File: src/rtl/led_pattern_pkg.sv
// Shared encodings and default step dividers for the LED pattern engine.
// The optional pause input is enabled with the LED_PATTERN_PAUSE_EN macro.
package led_pattern_pkg;

  typedef enum logic [1:0] {
    MODE_CHASE2 = 2'd0,
    MODE_FILL   = 2'd1,
    MODE_BOUNCE = 2'd2,
    MODE_BLINK  = 2'd3
  } mode_e;

  localparam int DIV_FAST_DEF = 50_000_000;
  localparam int DIV_SLOW_DEF = 100_000_000;

endpackage

File: src/rtl/led_tick_gen.sv
// Step prescaler: counts 0..DIV-1 and emits a one-cycle tick on the last count.
// Clear restarts the count; hold freezes it without producing ticks.
module led_tick_gen #(
  parameter int DIV_FAST = 2,
  parameter int DIV_SLOW = 4
) (
  input  logic i_clk,
  input  logic i_rst,
  input  logic i_fast,
  input  logic i_clr,
  input  logic i_hold,
  output logic o_tick
);

  localparam int DMAX = (DIV_FAST > DIV_SLOW) ? DIV_FAST : DIV_SLOW;
  localparam int CW   = $clog2(DMAX);
  localparam logic [CW-1:0] C_ONE = 1;

  logic [CW-1:0] r_cnt;
  logic [CW-1:0] w_last;
  logic          w_at_last;

  assign w_last    = i_fast ? CW'(DIV_FAST - 1) : CW'(DIV_SLOW - 1);
  assign w_at_last = (r_cnt == w_last);
  // A clear wins over a coincident tick so the dropped step is never counted.
  assign o_tick    = w_at_last && !i_clr && !i_hold;

  always_ff @(posedge i_clk) begin
    if (i_rst || i_clr)
      r_cnt <= '0;
    else if (!i_hold)
      r_cnt <= w_at_last ? '0 : r_cnt + C_ONE;
  end

endmodule

File: src/rtl/led_pattern_engine.sv
// LED pattern generator: chase, fill/empty, bounce and blink driven by a step tick.
// Define LED_PATTERN_PAUSE_EN to add a pause input that freezes stepping and the LEDs.
module led_pattern_engine
  import led_pattern_pkg::*;
#(
  parameter int N_LED    = 8,
  parameter int DIV_FAST = DIV_FAST_DEF,
  parameter int DIV_SLOW = DIV_SLOW_DEF
) (
  input  logic             clki,
  input  logic             rs,
  input  logic [1:0]       mode,
  input  logic             speed,
`ifdef LED_PATTERN_PAUSE_EN
  input  logic             pause,
`endif
  output logic [N_LED-1:0] led
);

  localparam int SW = $clog2(2 * N_LED);
  localparam logic [N_LED-1:0] L_ONE  = 1;
  localparam logic [N_LED-1:0] L_PAIR = 3;
  localparam logic [SW-1:0]    S_ONE  = 1;

  mode_e             r_mode;
  logic              r_speed;
  logic [SW-1:0]     r_s;
  logic [N_LED-1:0]  r_led;
  logic [SW-1:0]     w_last;
  logic [SW-1:0]     w_pos;
  logic [N_LED-1:0]  w_led;
  logic              w_pause, w_mode_chg, w_spd_chg, w_clr, w_tick;

`ifdef LED_PATTERN_PAUSE_EN
  assign w_pause = pause;
`else
  assign w_pause = 1'b0;
`endif

  // While paused the registered mode/speed freeze too, so a change made
  // during the pause is still seen as a change once stepping resumes.
  assign w_mode_chg = (mode_e'(mode) != r_mode);
  assign w_spd_chg  = (speed != r_speed);
  assign w_clr      = !w_pause && (w_mode_chg || w_spd_chg);

  led_tick_gen #(
    .DIV_FAST(DIV_FAST),
    .DIV_SLOW(DIV_SLOW)
  ) u_tick (
    .i_clk (clki),
    .i_rst (rs),
    .i_fast(speed),
    .i_clr (w_clr),
    .i_hold(w_pause),
    .o_tick(w_tick)
  );

  always_comb begin
    case (r_mode)
      MODE_CHASE2: w_last = SW'(N_LED - 2);
      MODE_FILL:   w_last = SW'(2 * N_LED - 1);
      MODE_BOUNCE: w_last = SW'(2 * N_LED - 3);
      default:     w_last = S_ONE;
    endcase
  end

  // Fill uses (1<<k)-1 in N_LED bits; k = N_LED shifts to zero and wraps to all-ones.
  always_comb begin
    w_pos = '0;
    w_led = '0;
    case (r_mode)
      MODE_CHASE2: w_led = L_PAIR << r_s;
      MODE_FILL: begin
        w_pos = (r_s <= SW'(N_LED)) ? r_s : SW'(2 * N_LED - int'(r_s));
        w_led = (L_ONE << w_pos) - L_ONE;
      end
      MODE_BOUNCE: begin
        w_pos = (r_s < SW'(N_LED)) ? r_s : SW'(2 * N_LED - 2 - int'(r_s));
        w_led = L_ONE << w_pos;
      end
      default: w_led = {N_LED{r_s[0]}};
    endcase
  end

  always_ff @(posedge clki) begin
    if (rs) begin
      r_mode  <= mode_e'(mode);
      r_speed <= speed;
      r_s     <= '0;
      r_led   <= '0;
    end else if (!w_pause) begin
      r_mode  <= mode_e'(mode);
      r_speed <= speed;
      r_led   <= w_led;
      if (w_mode_chg)
        r_s <= '0;
      else if (w_tick)
        r_s <= (r_s == w_last) ? '0 : r_s + S_ONE;
    end
  end

  assign led = r_led;

endmodule
File: config.mk
export PLATFORM = sky130hd
export DESIGN_NAME = led_pattern_engine
export DESIGN_NICKNAME = d
export VERILOG_FILES = /design/src/rtl/led_pattern_pkg.sv /design/src/rtl/led_tick_gen.sv /design/src/rtl/led_pattern_engine.sv
export SDC_FILE = /design/constraint.sdc
export NUM_CORES = 1
export LEC_CHECK = 0
export ABC_AREA = 1
export CORE_MARGIN = 3
export CORE_UTILIZATION = 43
export DETAILED_ROUTE_END_ITERATION = 6
export PLACE_DENSITY = 0.67
export SLEW_MARGIN = 20
export SYNTH_ARGS = -nofsm -noshare
export SYNTH_HDL_FRONTEND = slang
export SYNTH_SLANG_ARGS = --single-unit
File: constraint.sdc
create_clock -name clki -period 4 [get_ports clki]
set_input_delay 0.8 -clock clki [delete_from_list [all_inputs] [get_ports clki]]
set_output_delay 0.8 -clock clki [all_outputs]
set_load 0.05 [all_outputs]
==> Yosys cells after proc, flatten, opt, wreduce, memory -nomap -nowiden <==
Index checks and enable logic that the tools add are counted.
Widths: inputs -> output; s select.
{ "word_totals": {"register_bits": 42, "input_bits": 5, "out_inout_bits": 8, "wordCells": 34} }
{ "classes": {"n_addsub": 5, "n_lt_le_gt_ge": 2, "n_eq_ne": 6, "n_shift": 3, "n_mux": 6, "n_reduce_logical": 7} }
{ "op_table": {"columns": ["operator", "n"], "rows": [
  ["$add 27x1->27 const B", 1],
  ["$eq 27x27->1", 1],
  ["$mux 27", 1],
  ["$pmux 8 s3", 1],
  ["$shl 1x4->8 const A", 2],
  ["$mux 4", 3],
  ["$pmux 4 s3", 1],
  ["$shl 2x4->8 const A", 1],
  ["$sub 8x1->8 const B", 1],
  ["$add 4x1->4 const B", 1],
  ["$eq 4x4->1", 1],
  ["$le 4x4->1 const B", 1],
  ["$lt 4x4->1 const B", 1],
  ["$reduce_or 2->1", 2],
  ["$sub 1x4->4 const A", 1],
  ["$sub 4x4->4 const A", 1],
  ["$eq 2x1->1 const B", 1],
  ["$eq 2x2->1 const B", 1],
  ["$logic_not 2->1", 1],
  ["$logic_or 1x1->1", 2],
  ["$ne 2x2->1", 1],
  ["$logic_and 1x1->1", 1],
  ["$logic_not 1->1", 1],
  ["$ne 1x1->1", 1]
]} }

==> Depth between registers and ports, before layout <==
Gate-level depths: netlist of run 1.
{ "logic_depth": {"word_depth": 5, "depth_mapped": 17, "depth_no_buf": 16} }

==> Modules after synthesis <==
A second synthesis of run 1 with hierarchy kept.
{ "hier_totals": {"hier_cells": 445, "area_unflattened_um2": 2991.6} }
{ "modules_own_cells": {"columns": ["mod", "instances", "cells_per_inst", "area_per_inst_um2", "seq_area_each_um2"], "rows": [
  ["led_tick_gen", 1, 253, 1677.9, 540.5],
  ["led_pattern_engine", 1, 192, 1313.8, 300.3]
]} }

==> Worst setup path before layout of run 1 <==
No wires, ideal clock.
{ "synth_path": {"kind": "register to register", "start": "reg r_s[0]", "end": "reg r_led[6] (netlist: led[6])", "setup_time_ps": 132, "t_arrival_ps": 2161, "required_time_ps": 3868, "slack_ps": 1707, "path_stages_with_launch": 18, "path_buffers": 1, "synth_period_minus_slack_ps": 2293, "cell_sequence": "dfxtp_1 buf_4 inv_2 ha_1 ha_1 nand3_1 nand2_2 nor2_1 nand3_1 ha_1 nand2_1 nor2_1 nand2_1 nand2_1 nand3_1 nand2_1 nand2_1 a21oi_1"} }
{ "synth_via": {"elab_chain_cells": 5, "elab_cells_between_ends": 11, "cone_classes": "3 x add/sub; 2 x order compare; 3 x shift; 3 x mux"} }
{ "synth_lines": {"columns": ["item", "line", "text"], "rows": [
  ["start, declared", "led_pattern_engine.sv:27", "logic [SW-1:0] r_s;"],
  ["start signal, assigned", "led_pattern_engine.sv:98", "r_s <= (r_s == w_last) ? '0 : r_s + S_ONE;"],
  ["$sub 1x4->4 or $le 4x4->1 (tied branches)", "led_pattern_engine.sv:74", "w_pos = (r_s <= SW'(N_LED)) ? r_s : SW'(2 * N_LED - int'(r_s));"],
  ["$mux 4", "led_pattern_engine.sv:74", null],
  ["$shl 1x4->8", "led_pattern_engine.sv:75", "w_led = (L_ONE << w_pos) - L_ONE;"],
  ["$sub 8x1->8", "led_pattern_engine.sv:75", null],
  ["$pmux 8 s3 *", "led_pattern_engine.sv:71", "case (r_mode)"],
  ["end signal, assigned", "led_pattern_engine.sv:94", "r_led <= w_led;"],
  ["end, declared", "led_pattern_engine.sv:28", "logic [N_LED-1:0] r_led;"]
]} }
Mark *: on every way between the ends. The rest lies on a longest branch, timed or not.
A chain may end at the register's enable or synchronous reset.

==> Final worst setup path of run 1 <==
{ "layout_path": {"start": "reg r_s[0]", "end": "reg r_led[4] (netlist: led[4])"} }
Same word-level chain as after synthesis.

==> results of run 1 <==
[per-stage QoR]
stage / hold WS (ns) / worst slack [ns]
global placement: 0.4295 / 1.232
finish: 0.4568 / 1.274
CTS: 0.4582 / 1.296
floorplan: 0.4175 / 1.707
detailed placement: 0.4450 / 1.159
global route: 0.5048 / 1.020
[flip-flops by register name, summed over array words and instances (netlist names)]
name	cells
r_speed	1
led	8
u_tick.r_cnt	27
r_s	4
r_mode	2
[area by class of cell]
class | count | share of cell area (%)
clock buffers | 7 | 2.601
clock inverters | 1 | 1.023
inverters | 43 | 5.586
multi-input cells | 279 | 54.71
flip-flops and latches | 42 | 28.66
well taps | 72 | 3.070
repair buffers | 13 | 4.350
[metal layers]
metal / global-route usage (%) / vias up / routed length (µm) / share of wire, %
met2: 23.49 / 42 / 2268 / 42
met3: 3.238 / 4 / 243 / 4.5
met5: 0 / - / 0 / 0
met1: 23.53 / 1043 / 2859 / 53
li1: - / 1248 / - / -
met4: 3.022 / 0 / 36 / 0.67
[Yosys cell counts, types with 3 or more instances]
| cell type | count |
|---|---|
| buf_4 | 4 |
| inv_2 | 7 |
| nand3_1 | 26 |
| nand4_1 | 9 |
| nand3_2 | 4 |
| o21ai_0 | 4 |
| ha_1 | 13 |
| dfxtp_1 | 42 |
| nand2_1 | 70 |
| nor3b_1 | 4 |
| nor3_1 | 18 |
| o21ai_1 | 7 |
| nand2_2 | 4 |
| inv_1 | 33 |
| a21oi_1 | 24 |
| xnor2_1 | 11 |
| o31ai_1 | 3 |
| xor2_1 | 9 |
| nor2_1 | 48 |
[worst max-delay path, cell delays in order (launching register included)]
cell     delay [ns]
dfxtp_1        0.63
inv_2          0.15
ha_1           0.29
ha_1           0.29
nand3_1        0.09
nand2_2        0.09
nor2_1         0.19
nand3_1        0.11
ha_1           0.23
nand2_1        0.10
nor2_1         0.07
nand2_1        0.07
nand3_1        0.07
nand3_1        0.08
nand2_1        0.05
a21oi_1        0.14
[logic make-up (layout without fill, tap and decap cells)]
logic type | Yosys count | count (layout) | synth area share [%]
XOR/XNOR | 20 | 20 | 6.601
buffers and inverters | 50 | 64 | 7.827
AO/OA/AOI/OAI | 43 | 43 | 8.958
flip-flops | 42 | 42 | 31.68
adder cells (fa/ha/maj) | 13 | 13 | 6.129
AND/OR/NAND/NOR | 203 | 203 | 38.80
[power groups by stage]
stage / combinational [mW] / sequential (mW) / clock (mW)
finish: 0.0386 / 0.423 / 0.324
global placement: 0.0382 / 0.433 / 0
floorplan: 0.0229 / 0.436 / 0
global route: 0.0426 / 0.424 / 0.353
detailed placement: 0.0386 / 0.433 / 0
CTS: 0.0387 / 0.423 / 0.332
[worst max path at each step]
stage / end / from / slack (ns) / cells past startpoint
final: led[4] / r_s[0] / 1.27 / 15
after global routing: led[4] / r_s[0] / 1.02 / 15
after CTS: led[4] / r_s[0] / 1.30 / 15
after detailed placement: u_tick.r_cnt[14] / speed / 1.16 / 6
after global placement: u_tick.r_cnt[2] / speed / 1.23 / 6
after floorplan: led[6] / r_s[0] / 1.71 / 17
==> impl_results.md, run 1 <==
* Drt total wl at 5408 µm
* Synth area leaders: dfxtp_1, nand2_1, nor2_1
* Area of the multi-input gates at 1605 µm²
* Commonest non-fill, non-tap cell in the layout: nand2_1
* Post-DP Area at 2828 µm²
* CTS tree: built
* Share of flip-flops with an asynchronous set or reset at 0%
* Non-filler cells, final at 457
* Pwr/cell area at 267.7 nW/µm²
* Synth area leader: dfxtp_1
* Switch Pwr at 163.5 µW
* Util after Layout at 51.09%
* Critical Path RT at 4.21 ns
* Total Power at 785.4 µW
* Dpl cells at 449
* Die Height at 84.56 µm
* RSZ-0062 raised after global routing: no
* Die span in x at 84.56 µm
* Sequential power share at 53.9%
* Critical Path Fanout Max at 13
* Initial Util at 46.21%
* Root Buffer: clkbuf_8
* DRT Pass-1 Iters at 4
* Layout area overhead at 10.56%
* Net Sw Frac at 20.82%
* Flops & latches, synth at 42
* GPL Wtd Cong at 0.8445
* Initial antenna violation count at 0
* Final Cell Area at 2934 µm²
* Setup violations, final at 0
* Via count at 2337
* Commonest cells after routing, fill and taps aside: nand2_1, nor2_1, dfxtp_1
* Endpoint, Worst Hold: u_tick.r_cnt[0]
* Post_cts resized at 0
* Nets at 402
* 1st-iter DRT viols at 190
* Total grt overflow at 0
* Clock Latency Late Sink at 0.29 ns
* Share of layout cells above drive strength 1 at 9.351%
* YS warnings at 0
* Worst-Margin Slew at 0.5709 ns
* Routed len/inst at 11.83 µm
* DRC at 0
* # hold bufs at CTS at 0
* I/O pin count at 13
* Pin count of the biggest net entering global routing at 28
* Reg2reg start: r_s[0]
* Worst reg2reg endpoint: led[4]
* Post-Route Skew at 0.005092 ns
* # rows at 27
* Setup CP Type: reg2reg
* Final Hold Viols at 0
* # port buffers at 12
* Synth Instances at 371
* CP arrival at 2.94 ns
* CTS Buf Count at 5
* Sequential-to-total area share from yosys stat at 31.68%
* Syn Area/Cell at 7.153 µm²
* R2r setup slk at 1.27 ns
* HPWL after detailed placement at 4196 µm
* Peak VDD IR at 0.0002050 V
* Yosys cell types at 42
* Internal power at 621.9 µW
* Worst Hold Depth at 1
* Worst hold path class: reg2reg
* H-Tree Depth at 2
* Ys flop type: dfxtp_1
* Fmax achieved at 0.3668 GHz
* Synth Cell Area at 2654 µm²
* Total die area at 7150 µm²
* Register area at 840.8 µm²
* Filler cells at 578
* Post-CTS setup buffers at 0
* Clk sinks at 42
* Leak Pwr at 1.097 nW
* Core Footprint at 5743 µm²
* R2R cell count at 15
* Clock power frac at 41.2%
* Slew margin rel. at 61.89%
* Period utilization at 68.16%
* All-layer global routing usage at 15.77%
* CTS max path bufs at 2
* Ant diodes at 0
* Setup tns final at 0 ns
* Number of synthesized flops with an enable pin at 0
* Number of global-route vias before repair at 2066
* Worst-path clk slew at 0.08 ns
* Slew Viols, Final at 0
* Syn nets at 389
* Share of total power in combinational logic at 4.9%
* Hold Startpoint: u_tick.r_cnt[0]
* Yosys top cell area share at 31.68%
* Worst setup SP type: flip-flop
* Status: finished, final reports clean
* Max cap viols at 0
* Final min period at 2.726 ns
* Crit path capture type: flip-flop
* ANT nets after route at 0
* Vias per std cell at 5.114
* Global-route wire length before repair at 9453 µm
Power figures use the tool's default switching activity.
==> inputs of run 2 (changes only) <==
==> constraint.sdc (replaced) <==
create_clock -name clki -period 2.6 [get_ports clki]
set_input_delay 0.52 -clock clki [delete_from_list [all_inputs] [get_ports clki]]
set_output_delay 0.52 -clock clki [all_outputs]
set_load 0.05 [all_outputs]
==> run 2 against run 1 <==
Utilization rose by 0.68 points. Register-to-register slack got worse by 1.0 ns. Hold slack got worse by 0.0077 ns. Wire length rose by 4.4%. Clock-buffer cell count fell by 1. Global-route usage rose by 0.82 points. Clock power rose by 40%. Critical path type unchanged. Critical endpoint unchanged.
==> impl_results.md, run 2 (synthesis results as in run 1) <==
* Final Cell Area at 2973 µm²
* DRC at 0
* GPL Wtd Cong at 0.9122
* Total die area at 7150 µm²
* Pin count of the biggest net entering global routing at 18
* Util after Layout at 51.76%
* Setup violations, final at 0
* Largest Register: u_tick.r_cnt
* Commonest cells after routing, fill and taps aside: nand2_1, nor2_1, dfxtp_1
* Clock Latency Late Sink at 0.31 ns
* Worst-Margin Slew at 0.5552 ns
* CTS Buf Count at 5
* Ant diodes at 0
* Final min period at 2.344 ns
* Post_cts resized at 0
* # rows at 27
* Post-CTS setup buffers at 0
* Worst-path clk slew at 0.08 ns
* Global route hottest layer: met2
* Post-DP Area at 2878 µm²
* Root Buffer: clkbuf_8
* Setup CP Type: reg2reg
* Setup tns final at 0 ns
* I/O pin count at 13
* Met1 Resource Use GR at 23.33%
* Status: finished, final reports clean
* Max cap viols at 0
* Fmax achieved at 0.4266 GHz
* Initial Util at 46.21%
* Final Hold Viols at 0
* HPWL after detailed placement at 4325 µm
* Global-route wire length before repair at 9722 µm
* Nets at 407
* Peak VDD IR at 0.0003671 V
* Period utilization at 90.15%
* Post-Route Skew at 0.009824 ns
* Crit path capture type: flip-flop
* Global Route met2 Usage at 24.20%
* Vias per std cell at 5.093
* Number of global-route vias before repair at 2139
* Critical Path Fanout Max at 7
* Die Height at 84.56 µm
* Core Footprint at 5743 µm²
* Pwr/cell area at 392.3 nW/µm²
* Total grt overflow at 0
* Drt total wl at 5646 µm
* Worst hold path class: reg2reg
* Leak Pwr at 1.123 nW
* # hold bufs at CTS at 0
* Clk sinks at 42
* # port buffers at 12
* CTS tree: built
* Routed len/inst at 12.22 µm
* All-layer global routing usage at 16.59%
* Commonest non-fill, non-tap cell in the layout: nand2_1
* Share of layout cells above drive strength 1 at 11.03%
* Critical Path RT at 2.83 ns
* 1st-iter DRT viols at 150
* Initial antenna violation count at 0
* Slew margin rel. at 62.67%
* Via count at 2353
* Max FFs per register at 27
* CP arrival at 2.57 ns
* Worst setup SP type: flip-flop
* CTS max path bufs at 2
* Routing usage on met3 at 4.318%
* RSZ-0062 raised after global routing: no
* Slew Viols, Final at 0
* DRT Pass-1 Iters at 4
* ANT nets after route at 0
* H-Tree Depth at 2
* Layout area overhead at 12.02%
* Die span in x at 84.56 µm
## run 2: final timing paths
check / startpoint / endpoint / slack, ns / cells after the start
max: r_s[0] / led[4] / 0.26 / 15
min: u_tick.r_cnt[0] / u_tick.r_cnt[0] / 0.45 / 1
max reg2reg: r_s[0] / led[4] / 0.26 / 15
min reg2reg: u_tick.r_cnt[0] / u_tick.r_cnt[0] / 0.45 / 1
## run 2: report_power, final
group / total, mW / leakage, nW / switching, mW / internal [mW]
Sequential: 0.651 / 0.340 / 0.00374 / 0.647
Combinational: 0.0623 / 0.736 / 0.0379 / 0.0244
Clock: 0.453 / 0.0472 / 0.239 / 0.214
## run 2: through the flow
step	hold WS [ns]	instances	power (mW)	setup WS (ns)
6_report	0.4491	462	1.166	0.2561
5_1_grt	0.4826	462	1.215	0.04642
4_1_cts	0.4555	462	1.179	0.2637
3_5_place_dp	0.4374	454	0.7288	0.2105
3_3_place_gp	0.4306	454	0.7279	0.2467
2_1_floorplan	0.4175	371	0.7060	0.3071
## run 2: critical path, cell delays in order (launching register included)
cell,delay [ns]
dfxtp_1,0.36
inv_2,0.08
ha_1,0.26
ha_1,0.29
nand3_1,0.09
nand2_2,0.09
nor2_1,0.18
nand3_1,0.11
ha_1,0.22
nand2_1,0.10
nor2_1,0.07
nand2_1,0.07
nand3_1,0.07
nand3_1,0.08
nand2_1,0.05
a21oi_1,0.13
## run 2: layout make-up
cell class | instances | area, µm²
sequential | 42 | 840.8
clock buffer | 6 | 82.58
inverter | 43 | 163.9
fill | 583 | 2770
tap | 72 | 90.09
timing repair buffer | 18 | 177.7
clock inverter | 2 | 12.51
multi-input combinational | 279 | 1605
## run 2: metal layers
layer | vias to the layer above | routed length, µm
met2 | 47 | 2334
met4 | 0 | 87
met1 | 1041 | 2946
met5 | - | 0
li1 | 1258 | -
met3 | 7 | 278
